--- config.mk ---
export PLATFORM = sky130hd
export DESIGN_NAME = subcarrier_nco_flat
export DESIGN_NICKNAME = d
export VERILOG_FILES = /design/src/rtl/subcarrier_nco_if.sv /design/src/rtl/subcarrier_nco.sv /design/src/flat_wrapper.sv
export SDC_FILE = /design/constraint.sdc
export NUM_CORES = 1
export LEC_CHECK = 0
export ABC_AREA = 1
export CAP_MARGIN = 20
export CORE_UTILIZATION = 30
export DETAILED_ROUTE_END_ITERATION = 10
export GPL_ROUTABILITY_DRIVEN = 1
export RECOVER_POWER = 100
export SYNTH_ARGS = -nofsm -noshare
export SYNTH_HDL_FRONTEND = slang
export SYNTH_SLANG_ARGS = --single-unit
--- constraint.sdc ---
create_clock -name clk -period 2.5 [get_ports clk]
set_input_delay 0.625 -clock clk [delete_from_list [all_inputs] [get_ports clk]]
set_output_delay 0.625 -clock clk [all_outputs]
set_load 0.03 [all_outputs]
--- src/rtl/subcarrier_nco_if.sv ---
// Control and sample bundle of the subcarrier NCO: phase steering in, phase plus sin/cos samples out.
interface subcarrier_nco_if;
    logic               enable;
    logic               phase_sync;
    logic signed [31:0] offset_in;
    logic [31:0]        phase_out;
    logic signed [11:0] sin_out;
    logic signed [11:0] cos_out;
    logic               out_valid;

    modport master (
        output enable, phase_sync, offset_in,
        input  phase_out, sin_out, cos_out, out_valid
    );

    modport slave (
        input  enable, phase_sync, offset_in,
        output phase_out, sin_out, cos_out, out_valid
    );
endinterface

--- src/rtl/subcarrier_nco.sv ---
// Subcarrier NCO: clamped-offset phase accumulator feeding a quarter-wave sin/cos lookup, 3-cycle issue-to-sample latency.
// Never stalls; out_valid is the delayed issue flag and outputs hold when idle. NCO_DITHER_EN adds LFSR phase dither.
module subcarrier_nco #(
    parameter logic [31:0] BASE_INC   = 32'd569408543,
    parameter logic [31:0] MAX_OFFSET = 32'd16777216,
    parameter logic [31:0] SYNC_PHASE = 32'd0
) (
    input  logic            clk,
    input  logic            rst_n,
    subcarrier_nco_if.slave nco
);
    logic [31:0]        phase;
    logic signed [31:0] off_c;
    logic [9:0]         addr_top;
    logic [9:0]         sin_addr;
    logic [9:0]         cos_addr;

    always_comb begin
        off_c = nco.offset_in;
        if (nco.offset_in > $signed(MAX_OFFSET))
            off_c = $signed(MAX_OFFSET);
        else if (nco.offset_in < -$signed(MAX_OFFSET))
            off_c = -$signed(MAX_OFFSET);
    end

    always_ff @(posedge clk or negedge rst_n) begin
        if (!rst_n)
            phase <= '0;
        else if (nco.phase_sync)
            phase <= SYNC_PHASE;
        else if (nco.enable)
            phase <= phase + BASE_INC + $unsigned(off_c);
    end

    assign nco.phase_out = phase;

`ifdef NCO_DITHER_EN
    logic [15:0] lfsr;

    always_ff @(posedge clk or negedge rst_n) begin
        if (!rst_n)
            lfsr <= 16'hACE1;
        else if (nco.enable)
            lfsr <= {lfsr[14:0], lfsr[15] ^ lfsr[13] ^ lfsr[12] ^ lfsr[10]};
    end

    // Dither only perturbs the table address; the reported phase stays exact.
    assign addr_top = 10'((phase + {16'd0, lfsr}) >> 22);
`else
    assign addr_top = phase[31:22];
`endif

    assign sin_addr = addr_top;
    assign cos_addr = addr_top + 10'd256;

    // Quarter-wave table sampled at mid-bin so mirrored quadrants need no +1 correction.
    function automatic logic [10:0] rom_entry(input int i);
        real x;
        real term;
        real s;
        x    = (real'(i) + 0.5) * 3.14159265358979323846 / 512.0;
        term = x;
        s    = x;
        for (int k = 1; k <= 12; k++) begin
            term = -term * x * x / real'((2 * k) * (2 * k + 1));
            s    = s + term;
        end
        return 11'($rtoi(2047.0 * s + 0.5));
    endfunction

    logic [10:0] rom [256];

    for (genvar gi = 0; gi < 256; gi++) begin : g_rom
        localparam logic [10:0] ENTRY = rom_entry(gi);
        assign rom[gi] = ENTRY;
    end

    logic       s1_vld, s1_sin_neg, s1_cos_neg;
    logic [7:0] s1_sin_idx, s1_cos_idx;

    always_ff @(posedge clk or negedge rst_n) begin
        if (!rst_n) begin
            s1_vld     <= 1'b0;
            s1_sin_neg <= 1'b0;
            s1_cos_neg <= 1'b0;
            s1_sin_idx <= '0;
            s1_cos_idx <= '0;
        end else begin
            s1_vld <= nco.enable;
            if (nco.enable) begin
                s1_sin_idx <= sin_addr[8] ? ~sin_addr[7:0] : sin_addr[7:0];
                s1_cos_idx <= cos_addr[8] ? ~cos_addr[7:0] : cos_addr[7:0];
                s1_sin_neg <= sin_addr[9];
                s1_cos_neg <= cos_addr[9];
            end
        end
    end

    logic        s2_vld, s2_sin_neg, s2_cos_neg;
    logic [10:0] s2_sin_mag, s2_cos_mag;

    always_ff @(posedge clk or negedge rst_n) begin
        if (!rst_n) begin
            s2_vld     <= 1'b0;
            s2_sin_neg <= 1'b0;
            s2_cos_neg <= 1'b0;
            s2_sin_mag <= '0;
            s2_cos_mag <= '0;
        end else begin
            s2_vld <= s1_vld;
            if (s1_vld) begin
                s2_sin_mag <= rom[s1_sin_idx];
                s2_cos_mag <= rom[s1_cos_idx];
                s2_sin_neg <= s1_sin_neg;
                s2_cos_neg <= s1_cos_neg;
            end
        end
    end

    logic               s3_vld;
    logic signed [11:0] s3_sin, s3_cos;

    always_ff @(posedge clk or negedge rst_n) begin
        if (!rst_n) begin
            s3_vld <= 1'b0;
            s3_sin <= '0;
            s3_cos <= '0;
        end else begin
            s3_vld <= s2_vld;
            if (s2_vld) begin
                s3_sin <= s2_sin_neg ? -$signed({1'b0, s2_sin_mag}) : $signed({1'b0, s2_sin_mag});
                s3_cos <= s2_cos_neg ? -$signed({1'b0, s2_cos_mag}) : $signed({1'b0, s2_cos_mag});
            end
        end
    end

    assign nco.sin_out   = s3_sin;
    assign nco.cos_out   = s3_cos;
    assign nco.out_valid = s3_vld;
endmodule
--- src/flat_wrapper.sv ---
// flat-port wrapper written by rule: the top's interface ports become plain ports
module subcarrier_nco_flat 
#(
    parameter logic [31:0] BASE_INC   = 32'd569408543,
    parameter logic [31:0] MAX_OFFSET = 32'd16777216,
    parameter logic [31:0] SYNC_PHASE = 32'd0
)
  (clk, rst_n, nco_enable, nco_phase_sync, nco_offset_in, nco_phase_out, nco_sin_out, nco_cos_out, nco_out_valid);
  subcarrier_nco_if nco_i ();
  input  logic clk;
  input  logic rst_n;
  input wire logic [$bits(nco_i.enable)-1:0] nco_enable;
  input wire logic [$bits(nco_i.phase_sync)-1:0] nco_phase_sync;
  input wire logic [$bits(nco_i.offset_in)-1:0] nco_offset_in;
  output wire logic [$bits(nco_i.phase_out)-1:0] nco_phase_out;
  output wire logic [$bits(nco_i.sin_out)-1:0] nco_sin_out;
  output wire logic [$bits(nco_i.cos_out)-1:0] nco_cos_out;
  output wire logic [$bits(nco_i.out_valid)-1:0] nco_out_valid;
  assign nco_i.enable = nco_enable;
  assign nco_i.phase_sync = nco_phase_sync;
  assign nco_i.offset_in = nco_offset_in;
  assign nco_phase_out = nco_i.phase_out;
  assign nco_sin_out = nco_i.sin_out;
  assign nco_cos_out = nco_i.cos_out;
  assign nco_out_valid = nco_i.out_valid;
  subcarrier_nco #(.BASE_INC(BASE_INC), .MAX_OFFSET(MAX_OFFSET), .SYNC_PHASE(SYNC_PHASE)) u_core (.clk(clk), .rst_n(rst_n), .nco(nco_i));
endmodule
== After elaboration in Yosys (flattened, before gate mapping) ==
Memory sizes are Yosys's and may differ from the RTL's. A register that Yosys moved wholly into a read port is not among the register bits.
Index checks and enable logic that the tools add are counted.

* Register bits: 79
* Bits in latches: 0
* RAM bits: 0
* Memory bits (read-only): 5632
* Output and inout bits: 57
* Word-level logic and storage cells: 36
* Memories: 2

{| class="wikitable"
|+ Memories
! name !! words !! bits a word !! read ports !! clocked after Yosys merged registers in !! wr ports !! line !! text
|-
| (no name shown) || 256 || 11 || 1 || 1 || 0 || subcarrier_nco.sv:112 || <nowiki>s2_sin_mag <= rom[s1_sin_idx];</nowiki>
|-
| (no name shown) || 256 || 11 || 1 || 1 || 0 || subcarrier_nco.sv:113 || <nowiki>s2_cos_mag <= rom[s1_cos_idx];</nowiki>
|}

* $add $sub $neg: 5
* Multipliers: 0
* Div/mod/pow operators: 0
* $lt $le $gt $ge: 2
* Equal/unequal tests: 0
* Shift-type cells: 0
* Mux-type cells: 8
* Bitwise operators: 4
* Reduce and logical (&&, ||, !) cells: 3

{| class="wikitable"
|+ Operators by type and width
! operator !! count
|-
| $mux 32 || 4
|-
| $add 32x30->32 const B || 1
|-
| $add 32x32->32 || 1
|-
| $gt 32x26->1 const B || 1
|-
| $lt 32x25->1 const B || 1
|-
| $mux 12 || 2
|-
| $neg 11->12 || 2
|-
| $not 8->9 || 2
|-
| $mux 8 || 2
|-
| $not 8->8 || 2
|-
| $add 10x9->10 const B || 1
|-
| $logic_not 1->1 || 2
|-
| $reduce_bool 2->1 || 1
|}

== Logic depth before layout (Yosys ltp) ==
Gate-level depths: netlist of the first run.

* Depth after elaboration: 6
* Gate-level depth with buffers: 25
* Depth with buffers taken out: 24

== Least setup slack after synthesis of the first run ==
No wires, ideal clock.

* Path type: input -> register
* Start point: in nco_offset_in[31]
* End point: reg u_core.phase[17], in the netlist u_core.nco.phase_out[17]
* Library setup time: 0.118 ns
* Arrival time: 3.472 ns
* Data required time: 2.382 ns
* Slack: -1.090 ns
* Stages on the path: 22
* Cell sequence: inv_1 -> nor4_1 -> nand2_1 -> ha_1 -> inv_1 -> clkbuf_1 -> nand3_1 -> ha_1 -> inv_1 -> ha_1 -> fa_1 -> nand2_1 -> nand3_1 -> and2_1 -> nand2_1 -> nand2_1 -> nand2_1 -> nand2_1 -> nand2_1 -> nand3b_1 -> nand3_1 -> nand2_1

* Longest elaborated chain between the ends: 6
* Elaborated cells on any way between the ends: 7

{| class="wikitable"
|+ Ends and longest elaborated chain
! what !! line !! text
|-
| start: declaration || flat_wrapper.sv:14 || <nowiki>input wire logic [$bits(nco_i.offset_in)-1:0] nco_offset_in;</nowiki>
|-
| $lt 32x25->1 || subcarrier_nco.sv:22 || <nowiki>else if (nco.offset_in < -$signed(MAX_OFFSET))</nowiki>
|-
| $mux 32 || subcarrier_nco.sv:22 ||
|-
| $mux 32 * || subcarrier_nco.sv:20 || <nowiki>if (nco.offset_in > $signed(MAX_OFFSET))</nowiki>
|-
| $add 32x32->32 * || subcarrier_nco.sv:32 || <nowiki>phase <= phase + BASE_INC + $unsigned(off_c);</nowiki>
|-
| $mux 32 * || subcarrier_nco.sv:31 || <nowiki>else if (nco.enable)</nowiki>
|-
| $mux 32 * || subcarrier_nco.sv:29 || <nowiki>else if (nco.phase_sync)</nowiki>
|-
| end signal: assignment || subcarrier_nco.sv:32 ||
|-
| end: declaration || subcarrier_nco.sv:12 || <nowiki>logic [31:0] phase;</nowiki>
|}

Every way passes the cells marked *; elsewhere a longest branch is shown, timed or not. The select of a mux whose other input is x is not followed.
A chain may end at the register's enable or synchronous reset.

== Worst setup path after layout of the first run ==
* Start point: in nco_offset_in[30]
* End point: reg u_core.phase[29], in the netlist u_core.nco.phase_out[29]

Same word-level chain as after synthesis.

==> run_results.csv, run 1 <==
group,metric,value,unit
route,drt_iter0_markers,1613,
route,wl_per_cell,19.5,um
route,drc,0,
die,dieArea,40100,um^2
global_routing,track_usage,25.8,%
yosys,syn_avg_cell_area,5.93,um^2
global_routing,met3_usage,3.30,%
route,ant_nets,0,
pwr,power.total,18.1,mW
sta,slew_violations,27,
global_routing,antenna_found_initial,2,
yosys,synth.net_count,2120,
global_routing,globalRoute.totalOverflow,0,
setup_path,criticalPathCategory,"in2reg",
yosys,synth_edf_count,0,
setup_path,path_common_cell,"nand2_4",
job,drv_cap,1,
sta,setup_tns,-17.65,ns
route,vias,15400,
clock_tree,numCtsBuffers,9,
global_routing,grt_pass1_wl,83200,um
setup_path,end_kind,"flip-flop",
clock_tree,cts_tree,"built",
pwr,power.leakage,8.39,nW
min_path,worstHoldPathType,"reg2reg",
yosys,synth_area_leader_cell,"dfrtp_1",
yosys,netlist-cell-type-count,45,
clock_tree,ctsRootBufferMaster,"clkbuf_16",
setup_path,slowest_delay,0.38,ns
clock_tree,clk_path_buf_depth,2,
sta,setup_slack,-0.750,ns
placement,gp_congestion,0.979,
setup_path,critPathLaunchType,"primary input",
clock_tree,path_clk_slew,0.08,ns
sta,hold_slack,0.484,ns
sta,skew,0.0113,ns
setup_path,arrival,3.51,ns
sta,fin_crit_sh,130,%
yosys,netlist_area,11800,um^2
yosys,ys.flop_type,"dfrtp_1",
die,die_w,200,um
outcome,failed_checks,"max-capacitance violations, max-slew violations, negative setup slack",
pwr,vdd_drop_max,0.000372,V
yosys,yosysWarnings,0,
sta,setup_violations,39,
final_layout,final_nets,2394,
global_routing,met2_usage,43.3,%
placement,portBuffers,92,
sta,slew_headroom,-20.1,%
final_layout,nFillCells,3890,
clock_tree,clock_sinks,101,
outcome,run_status,"complete, but fails checks",
sta,min_period,3.25,ns
yosys,async_flop_share,100,%
setup_path,crit_fanout,7,
pwr,p_per_area,1070,nW/um^2
yosys,ys_seq_area_share,21.4,%
yosys,yosysMostFrequentCell,"nand2_1",
setup_path,critical-path-slowest-cell,"fa_2",
global_routing,grt-busiest-layer,"met2",
yosys,postSynthCellCount,1991,
die,pin_count,93,
die,die_h,200,um
placement,hpwl,38500,um
route,vias_per_cell,5.52,
sta,rsz0062_at_grt,"yes",
yosys,synth_top_cell_area_share,21.4,%
yosys,synth_common_cells,"nand2_1 (607), inv_1 (222), nand3_1 (211), nor2_1 (173), o21ai_0 (168)",
die,core,38700,um^2
route,drt_wl_total,54400,um
global_routing,grt_pass1_vias,15000,
setup_path,cp_data_required_time,2.76,ns
die,start_util,30.5,%
setup_path,path_cells,"buf_6 -> inv_4 -> nor4_4 -> nand2_2 -> ha_4 -> inv_6 -> buf_12 -> nand3_4 -> ha_4 -> inv_4 -> ha_4 -> fa_2 -> nand2_2 -> nand3_2 -> and2_4 -> nand2_4 -> nand2_4 -> nand2_4 -> nand2_4 -> nand2_2 -> nand3_1 -> nand3_1 -> nand2_1",
global_routing,gr-usage-met1,34.3,%
final_layout,syn_to_final_growth,44.2,%
die,num_rows,72,
sta,hold_viol,0,
clock_tree,htreeDepth,3,
yosys,netlist_top_cells_area,"dfrtp_1 (21%), nand2_1 (19%), ha_1 (9.8%)",
final_layout,drive_above_1_share,27.2,%
clock_tree,clk_latency,0.37,ns
final_layout,antennaDiodeCount,0,
sta,fmax,308,MHz
yosys,synth-seq-cells,101,
sta,worst_slew_pin_slew,1.80,ns
clock_tree,cts_hold_buf,0,
route,dr.pass1.iters,6,
global_routing,grt_max_degree,47,
-- cells by family after synthesis --
logic type	after synthesis	share of synthesized area, %
buffers and inverters	323	11.2
flip-flops	101	21.4
XOR/XNOR	32	2.37
adder cells (fa/ha/maj)	93	9.92
AO/OA/AOI/OAI	376	17.5
AND/OR/NAND/NOR	1066	37.6
-- flip-flops by register name, summed over array words and instances, names as in the netlist --
register              flops
u_core.s2_vld             1
u_core.s1_vld             1
u_core.s2_cos_neg         1
u_core.nco.sin_out       12
u_core.s2_sin_neg         1
u_core.s2_cos_mag        11
u_core.s1_sin_neg         1
u_core.nco.out_valid      1
u_core.s2_sin_mag        11
u_core.nco.cos_out       12
u_core.s1_cos_neg         1
u_core.s1_sin_idx         8
u_core.s1_cos_idx         8
u_core.nco.phase_out     32
-- power breakdown --
group	switching [mW]	total, mW	internal [mW]
sequential	0.627	2.82	2.19
clock	0.749	1.45	0.705
combinational	8.79	13.9	5.07
-- layout make-up --
type | count | area [um^2] | share of cell area, %
Multi-Input combinational cell | 1567 | 9730 | 57.2
Timing Repair Buffer | 353 | 2920 | 17.2
Sequential cell | 101 | 2530 | 14.9
Inverter | 233 | 901 | 5.29
Tap cell | 518 | 648 | 3.81
Clock buffer | 9 | 225 | 1.32
Clock inverter | 7 | 63.8 | 0.375
-- layout by cell type, fill, tap and decap left out, types with 22 or more instances in the layout --
cell           Yosys  layout
a21oi_1          110      75
a21oi_2            0      23
buf_4             15     230
buf_6              1      22
dfrtp_1          101     101
dlygate4sd3_1      0      57
ha_1              92      49
ha_4               0      42
inv_1            222     184
inv_2              7      38
nand2_1          607     528
nand2_2            8      53
nand2_4            0      34
nand3_1          211     190
nor2_1           173     136
nor2_4             0      23
o21ai_0          168     149
o21ai_1           14      22
-- repair_timing --
| action | 4_1_cts | 5_1_grt |
|---|---|---|
| resized for setup | 378 | 145 |
| buffers inserted | 59 | 13 |
| pin swaps | 97 | 93 |
| gates cloned | 0 | 0 |
| setup endpoints to repair | 31 | 30 |
-- worst paths after layout --
kind | slack, ns | end | depth (start not counted) | from
setup reg to reg | -0.22 | u_core.s2_cos_mag[4]$_DFFE_PN0P_ | 11 | u_core.s1_cos_idx[2]$_DFFE_PN0P_
hold / removal | 0.48 | u_core.nco.sin_out[11]$_DFFE_PN0P_ | 2 | u_core.nco.sin_out[11]$_DFFE_PN0P_
min in group asynchronous | 0.73 | u_core.nco.phase_out[17]$_DFFE_PN0P_ | 1 | rst_n
setup / recovery | -0.75 | u_core.nco.phase_out[29]$_DFFE_PN0P_ | 23 | nco_offset_in[30]
hold reg to reg | 0.48 | u_core.nco.sin_out[11]$_DFFE_PN0P_ | 2 | u_core.nco.sin_out[11]$_DFFE_PN0P_
max in group asynchronous | 0.20 | u_core.nco.phase_out[16]$_DFFE_PN0P_ | 2 | rst_n
-- layer usage --
metal	routed length (um)	vias to the layer above	part of all wire [%]
met3	4320	168	8.0
li1	-	7089	-
met4	2030	0	3.7
met1	22500	7283	41
met5	0	-	0
met2	25500	857	47
-- worst max-delay path: cells and delay by family --
family                     cells  cell delay [ns]
adders and majority gates      4             1.08
and+or+nand+nor               14             1.45
buffers and inverters          5             0.34
-- through the flow --
step                      util, %  cell area, um^2  std cells  worst slack, ns
after global routing         43.9            17000       2788           -0.875
after floorplan                 -            11900       1991           -0.780
after detailed placement     37.6            14600       2704            -1.78
final                        43.9            17000       2788           -0.750
after CTS                    42.2            16300       2779           -0.571
after global placement       37.6            14600       2704            -1.74
(Power assumes the default switching activity.)
==> run 2: changes to the inputs <==
--- a/config.mk
+++ b/config.mk
@@ -8,6 +8,7 @@
 export ABC_AREA = 1
 export CAP_MARGIN = 20
 export CORE_UTILIZATION = 30
+export CTS_CLUSTER_DIAMETER = 30
 export DETAILED_ROUTE_END_ITERATION = 10
 export GPL_ROUTABILITY_DRIVEN = 1
 export RECOVER_POWER = 100
==> results of run 2 <==
The final DEF is identical to that of run 1; final timing and power are the same.
==> run 3: changes to the inputs <==
--- a/config.mk
+++ b/config.mk
@@ -11,6 +11,7 @@
 export CTS_CLUSTER_DIAMETER = 30
 export DETAILED_ROUTE_END_ITERATION = 10
 export GPL_ROUTABILITY_DRIVEN = 1
+export PLACE_DENSITY = 0.5
 export RECOVER_POWER = 100
 export SYNTH_ARGS = -nofsm -noshare
 export SYNTH_HDL_FRONTEND = slang
==> run_results.csv, run 3 (synthesis results as in run 1) <==
group,metric,value,unit
placement,portBuffers,92,
outcome,failed_checks,"max-capacitance violations, max-slew violations, negative setup slack",
setup_path,r2r_start,"u_core.s1_sin_idx[3]$_DFFE_PN0P_",
setup_path,critical-path-slowest-cell,"fa_2",
route,wl_per_cell,18.3,um
pwr,pwr-share-seq,15.4,%
final_layout,mostFrequentLayoutCells,"nand2_1 (539), buf_4 (222), inv_1 (194)",
die,core,38700,um^2
final_layout,drive_above_1_share,25.1,%
die,num_rows,72,
final_layout,final_core_util,43.0,%
clock_tree,clk_latency,0.37,ns
final_layout,syn_to_final_growth,41.2,%
route,vias_per_cell,5.26,
global_routing,grt_pass1_wl,80300,um
sta,fin_crit_sh,123,%
setup_path,arrival,3.39,ns
route,vias,14700,
placement,gp_congestion,0.994,
pwr,p_per_area,1060,nW/um^2
global_routing,track_usage,25.1,%
sta,hold_viol,0,
final_layout,layout_commonest_cell,"nand2_1",
route,drt_wl_total,51000,um
placement,hpwl,38700,um
setup_path,crit_fanout,7,
sta,fmax,326,MHz
setup_path,r2r.worst_path.cells,8,
pwr,power.switching,9.64,mW
die,start_util,30.5,%
pwr,pwr-share-clk,9.0,%
clock_tree,ctsRootBufferMaster,"clkbuf_16",
clock_tree,clock_sinks,101,
sta,rsz0062_at_grt,"yes",
clock_tree,htreeDepth,3,
final_layout,stdcell_count,2788,
setup_path,cp_data_required_time,2.82,ns
sta,skew,0.0103,ns
setup_path,slowest_delay,0.37,ns
global_routing,grt_max_degree,47,
route,drt_iter0_markers,1192,
route,ant_nets,0,
job,drv_cap,1,
route,drc,0,
placement,placedCellCount,2711,
setup_path,end_kind,"flip-flop",
setup_path,r2r_end,"u_core.s2_sin_mag[6]$_DFFE_PN0P_",
die,die_w,200,um
sta,slew_headroom,-0.967,%
final_layout,antennaDiodeCount,0,
sta,worst_slew_pin_slew,1.51,ns
final_layout,final_nets,2395,
clock_tree,clk_path_buf_depth,2,
setup_path,critPathLaunchType,"primary input",
sta,min_period,3.07,ns
min_path,worstHoldPathType,"reg2reg",
global_routing,globalRoute.totalOverflow,0,
global_routing,antenna_found_initial,0,
final_layout,largest_reg_flops,32,
sta,setup_slack,-0.570,ns
setup_path,criticalPathCategory,"in2reg",
global_routing,grt_pass1_vias,14500,
sta,setup_violations,29,
setup_path,crit_start,"nco_offset_in[30]",
pwr,vdd_drop_max,0.000386,V
die,die_h,200,um
pwr,p_comb_share,75.5,%
pwr,swShare,54.6,%
setup_path,path_cells,"buf_6 -> inv_4 -> nor4_2 -> nand2_1 -> ha_4 -> inv_4 -> buf_8 -> nand3_4 -> ha_4 -> inv_4 -> ha_4 -> fa_2 -> nand2_2 -> nand3_2 -> nand3_2 -> nand2_4 -> nand2_4 -> nand2_8 -> a21oi_4 -> nand2b_4 -> nand3_2 -> nand2_1",
pwr,p_int,8.01,mW
outcome,run_status,"complete, but fails checks",
clock_tree,cts_tree,"built",
clock_tree,cts_hold_buf,0,
setup_path,r2r_slack,0.19,ns
route,dr.pass1.iters,7,
setup_path,crit_end,"u_core.nco.phase_out[23]$_DFFE_PN0P_",
sta,slew_violations,28,
pwr,power.leakage,8.27,nW
die,pin_count,93,
clock_tree,numCtsBuffers,9,
die,dieArea,40100,um^2
clock_tree,path_clk_slew,0.08,ns
## run 3: final cells by class
type | count | area, um^2
Sequential cell | 101 | 2530
Timing Repair Buffer | 354 | 2860
Inverter | 233 | 896
Clock buffer | 10 | 239
Fill cell | 4066 | 22100
Multi-Input combinational cell | 1567 | 9420
Tap cell | 518 | 648
Clock inverter | 5 | 83.8
## run 3: metrics by stage
step | instance area [um^2] | setup TNS, ns | setup WS (ns) | hold WS, ns | power, mW
floorplan | 11900 | -16.94 | -0.780 | 0.329 | 10.2
global placement | 14600 | -45.93 | -1.71 | 0.468 | 14.8
detailed placement | 14600 | -46.90 | -1.72 | 0.473 | 14.6
CTS | 16200 | -12.63 | -0.553 | 0.167 | 17.1
global route | 16700 | -18.39 | -0.710 | 0.514 | 19.0
finish | 16700 | -13.79 | -0.570 | 0.475 | 17.7
## run 3: worst min path at each step
stage,slack (ns),from,endpoint,cells after the start
CTS,0.17,rst_n,u_core.s2_sin_mag[4]$_DFFE_PN0P_,1
finish,0.48,u_core.nco.cos_out[11]$_DFFE_PN0P_,u_core.nco.cos_out[11]$_DFFE_PN0P_,2
global route,0.51,u_core.nco.sin_out[11]$_DFFE_PN0P_,u_core.nco.sin_out[11]$_DFFE_PN0P_,2
floorplan,0.33,rst_n,u_core.nco.cos_out[0]$_DFFE_PN0P_,0
global placement,0.47,u_core.nco.cos_out[11]$_DFFE_PN0P_,u_core.nco.cos_out[11]$_DFFE_PN0P_,2
detailed placement,0.47,u_core.nco.cos_out[11]$_DFFE_PN0P_,u_core.nco.cos_out[11]$_DFFE_PN0P_,2
## run 3: metal layers
metal | track usage (%) | part of all wire, %
met1 | 32.5 | 43
met3 | 3.43 | 6.3
met4 | 7.99 | 3.0
met5 | 0 | 0
met2 | 43.0 | 48
## run 3: critical path, delay by kind of cell
| family | cells | cell delay (ns) |
|---|---|---|
| AND/OR/NAND/NOR | 12 | 1.20 |
| AO/OA/AOI/OAI | 1 | 0.15 |
| adder cells (fa/ha/maj) | 4 | 1.04 |
| buffers and inverters | 5 | 0.36 |
## run 3: power by group through the flow
stage / Clock [mW] / Combinational [mW] / Sequential (mW)
6_report: 1.59 / 13.3 / 2.73
5_1_grt: 1.70 / 14.5 / 2.81
4_1_cts: 1.65 / 12.7 / 2.75
3_5_place_dp: 0 / 11.8 / 2.76
3_3_place_gp: 0 / 12.0 / 2.76
2_1_floorplan: 0 / 7.03 / 3.14
## run 3: what timing repair did
action	CTS	global route
setup endpoints to repair	31	32
resized for setup	317	122
buffers inserted	53	10
pin swaps	81	67
==> patch 1, RTL diff (config.mk and constraints of run 2) <==
`SYNC_PHASE` is set to 32'd0 in 2 places; all go to 32'd1.
--- a/src/rtl/subcarrier_nco.sv
+++ b/src/rtl/subcarrier_nco.sv
@@ -4,5 +4,5 @@
     parameter logic [31:0] BASE_INC   = 32'd569408543,
     parameter logic [31:0] MAX_OFFSET = 32'd16777216,
-    parameter logic [31:0] SYNC_PHASE = 32'd0
+    parameter logic [31:0] SYNC_PHASE = 32'd1
 ) (
     input  logic            clk,
--- a/src/flat_wrapper.sv
+++ b/src/flat_wrapper.sv
@@ -4,5 +4,5 @@
     parameter logic [31:0] BASE_INC   = 32'd569408543,
     parameter logic [31:0] MAX_OFFSET = 32'd16777216,
-    parameter logic [31:0] SYNC_PHASE = 32'd0
+    parameter logic [31:0] SYNC_PHASE = 32'd1
 )
   (clk, rst_n, nco_enable, nco_phase_sync, nco_offset_in, nco_phase_out, nco_sin_out, nco_cos_out, nco_out_valid);
Function: not settled (the Yosys comparison gave no result); the edit may change what the design does.
==> patch 1 against run 2 <==
The run ends with setup timing left. Synthesized area is 0.34% higher. Cell count is 0.57% lower. Via count is 2.7% lower. Die area is 0.33% higher. Sequential cell count stayed put. Power is 3.3% lower. Critical path depth stayed put. Routed wire length is 8.3% lower. Final area is 2.0% lower. Synthesized cell count is 0.30% higher. Setup slack better by 0.11 ns.
==> patch 1: results (changes against run 2) <==
clock share of power: 8.2% (+0.2 points)
Filler Cell Count: 3946 (+1.4%)
transition at the pin with the smallest max-transition slack: 1.46 ns (-0.342 ns)
result of the run: finished, violations left
number of antenna violations at the first check in global routing: 1 (-1)
final net count: 2378 (-0.67%)
arrival time of the worst setup path: 3.41 ns (-0.10 ns)
met2 capacity usage during global routing: 40.0% (-3.3 points)
number of cell instances on the worst register-to-register path: 10 (-1)
routed wire length per instance: 18.0 um (-7.8%)
top sig layer: met5
power in combinational cells: 13.3 mW (-4%)
Met3 Routed Length: 3750 um (-13%)
unique cell type count in the Yosys netlist: 43 (-4.4%)
top cells by count, synth: sky130_fd_sc_hd__nand2_1, sky130_fd_sc_hd__nand3_1, sky130_fd_sc_hd__inv_1
worst reg2reg endpoint: u_core.s2_cos_mag[0]
setup slack after placement: -1.70 ns (+0.0730 ns)
met1 layer usage reported by global route: 30.7% (-3.5 points)
Worst Min Path Start: u_core.nco.sin_out[7]
final setup violation count: 33 (-15%)
Iter 0 DRT Violations: 1488 (-7.7%)
Net Sw Power: 9.73 mW (-4.2%)
cell leakage power: 8.26 nW (-1.5%)
Clock Skews: 0.0195 ns (+0.00815 ns)
total routing resource utilization after global routing: 23.9% (-1.9 points)
grt met3 use: 3.52% (+0.22 points)
detailed-placement wirelength estimate: 36500 um (-5.2%)
worst hold margin: 0.480 ns (-0.00391 ns)
Final Worst Setup Slack: -0.640 ns (+0.110 ns)
violated checks: setup timing
total via count in the routed design: 15000 (-2.7%)
largest net degree at the start of global routing: 54 (+15%)
Area contributors post-synth: sky130_fd_sc_hd__dfrtp_1, sky130_fd_sc_hd__nand2_1, sky130_fd_sc_hd__nand3_1
-- patch 1: timing repair --
action,in CTS,in global routing
endpoints found under the setup margin,31,30
setup buffers,48,8
pin swaps,95,55
resized for setup,366,101
gates cloned,2,0
-- patch 1: layout make-up --
cell class	count	share of cell area, %
well taps	518	3.89
inverters	241	5.58
flip-flops and latches	101	15.2
clock buffers	9	1.35
multi-input cells	1559	56.6
repair buffers	337	17.0
clock inverters	7	0.398
-- patch 1: cells by family (layout without fill, tap and decap cells) --
family          count (synthesis)  count (layout)  share of synthesized area, %
simple gates                 1042            1042                          36.8
compound gates                392             392                          18.0
xor+xnor                       32              32                          2.37
buf+inv                       337             594                          11.6
flops                         101             101                          21.3
fa+ha+maj                      93              93                          9.89
-- patch 1: worst min-delay path: stages (launching register included) --
cell	delay, ns
sky130_fd_sc_hd__dfrtp_1	0.34
sky130_fd_sc_hd__nand2_1	0.05
sky130_fd_sc_hd__o21ai_0	0.06
==> patch 2, RTL diff (flow settings as in run 2) <==
Without the edit above. The option `NCO_DITHER_EN` is turned on by a define.
--- a/src/rtl/subcarrier_nco.sv
+++ b/src/rtl/subcarrier_nco.sv
@@ -1,4 +1,6 @@
 // Subcarrier NCO: clamped-offset phase accumulator feeding a quarter-wave sin/cos lookup, 3-cycle issue-to-sample latency.
 // Never stalls; out_valid is the delayed issue flag and outputs hold when idle. NCO_DITHER_EN adds LFSR phase dither.
+`define NCO_DITHER_EN
+
 module subcarrier_nco #(
     parameter logic [31:0] BASE_INC   = 32'd569408543,
Function: not settled (the Yosys comparison gave no result); the edit may change what the design does.
==> patch 2 against run 2 <==
The flow finishes with violations (setup timing). Routed wire length is 7.4% higher. Power is 9.0% higher. Global-route usage is 1.3 points lower. First-iteration DRC count is 4.3% lower. Largest power group unchanged. Sequential cell count is 16 higher. Count of clock-buffer cells in the layout is 10 higher. Sequential power is 12% higher. Utilization hardly changed. Setup slack better by 0.072 ns. Synthesized area is 16% higher. Non-clock buffer count is 4 higher. Critical path type unchanged. Final area is 15% higher. Via count is 11% higher. Die area is 16% higher.
==> patch 2: results (changes against run 2) <==
worst reg2reg endpoint: u_core.nco.phase_out[30]
final net count: 2751 (+15%)
post-synth net total: 2465 (+16%)
placement-stage cell area: 17200 sq um (+18%)
detailed-placement wirelength estimate: 43500 um (+13%)
Routability Congestion: 0.989 (+1.1%)
Net Sw Power: 10.3 mW (+1.3%)
Clock Skews: 0.0174 ns (+0.00614 ns)
Met3 Routed Length: 4010 um (-7.3%)
worst hold margin: 0.305 ns (-0.179 ns)
class of the worst hold path: primary input to async pin
met2 capacity usage during global routing: 42.0% (-1.3 points)
Syn Area/Cell: 5.89 sq um (-0.64%)
non-filler instance count after layout: 3213 (+15%)
largest net degree at the start of global routing: 52 (+11%)
top cells by count, synth: sky130_fd_sc_hd__nand2_1, sky130_fd_sc_hd__inv_1, sky130_fd_sc_hd__nand3_1
Rel. slew slack: 14.6% (+35 points)
biggest fanout along the worst timing path: 6 (-1)
clock insertion delay at the later pin of the skew report: 0.43 ns (+0.06 ns)
Area contributors post-synth: sky130_fd_sc_hd__nand2_1, sky130_fd_sc_hd__dfrtp_1, sky130_fd_sc_hd__ha_1
total routing resource utilization after global routing: 24.5% (-1.3 points)
via count of the first global-routing pass: 16900 (+13%)
Filler Cell Count: 4539 (+17%)
number of buffers added by the clock tree synthesis step: 17 (+8)
number of cell instances on the worst register-to-register path: 14 (+3)
async set-reset flop share out of synthesis: 100% (unchanged)
clock share of power: 13.2% (+5.2 points)
setup slack after placement: -1.79 ns (-0.00753 ns)
routed length on met1: 24500 um (+8.6%)
Final Worst Setup Slack: -0.679 ns (+0.0716 ns)
final setup violation count: 29 (-26%)
result of the run: finished, violations left
VDD IR-drop max: 0.000673 V (+81%)
number of H-tree levels: 4 (+1)
unique cell type count in the Yosys netlist: 47 (+4.4%)
compound-gate portion of the synthesized area: 17.8% (+0.22 points)
flop2flop setup slack: 0.08 ns (+0.30 ns)
cell leakage power: 9.59 nW (+14%)
CP max stage cell: sky130_fd_sc_hd__ha_4
routed via count divided by cell count: 5.34 (-3.3%)
violated checks: setup timing
Clk. pwr: 2.60 mW (+79%)
adder-cell share of the synthesized area: 9.94% (+0.017 points)
max_cap viols: 0 (-1)
CP peak stage delay: 0.32 ns (-0.06 ns)
share of final-layout standard cells stronger than drive strength 1: 23.8% (-3.4 points)
# placed instances: 3143 (+16%)
Met2 Routed Length: 27700 um (+8.7%)
Critical Path Source: nco_offset_in[25]
proportion of synthesized chip area in sequential cells: 21.5% (+0.076 points)
arrival time of the worst setup path: 3.50 ns (about the same)
area share of xor/xnor cells in the synthesized design: 2.24% (-0.13 points)
RR Startpoint: u_core.nco.phase_out[13]
top sig layer: met4
max reg flops: 32 (unchanged)
sequential share of power: 16.0% (+0.5 points)
met1 layer usage reported by global route: 30.9% (-3.3 points)
CP Capture Point: u_core.nco.phase_out[20]
patch 2: cell type report:
cell class / instances / area (sq um) / share of cell area [%]
well taps: 592 / 741 / 3.78
inverters: 281 / 1110 / 5.68
flip-flops and latches: 117 / 2940 / 15.0
repair buffers: 357 / 3090 / 15.8
multi-input cells: 1833 / 11100 / 56.5
clock inverters: 13 / 171 / 0.876
diodes: 1 / 2.50 / 0.0128
clock buffers: 19 / 453 / 2.31
patch 2: cells by family (layout without fill, tap and decap cells):
kind of cell / after synthesis / in the layout
xor+xnor: 35 / 35
fa+ha+maj: 108 / 108
flops: 117 / 117
buf+inv: 371 / 670
compound gates: 433 / 433
simple gates: 1257 / 1257
other cells: 0 / 1
patch 2: timing repair:
action,4_1_cts,5_1_grt
resized for setup,391,119
setup endpoints to repair,32,42
hold buffers,0,0
setup buffers,25,12
pin swaps,99,94
gates cloned,4,1
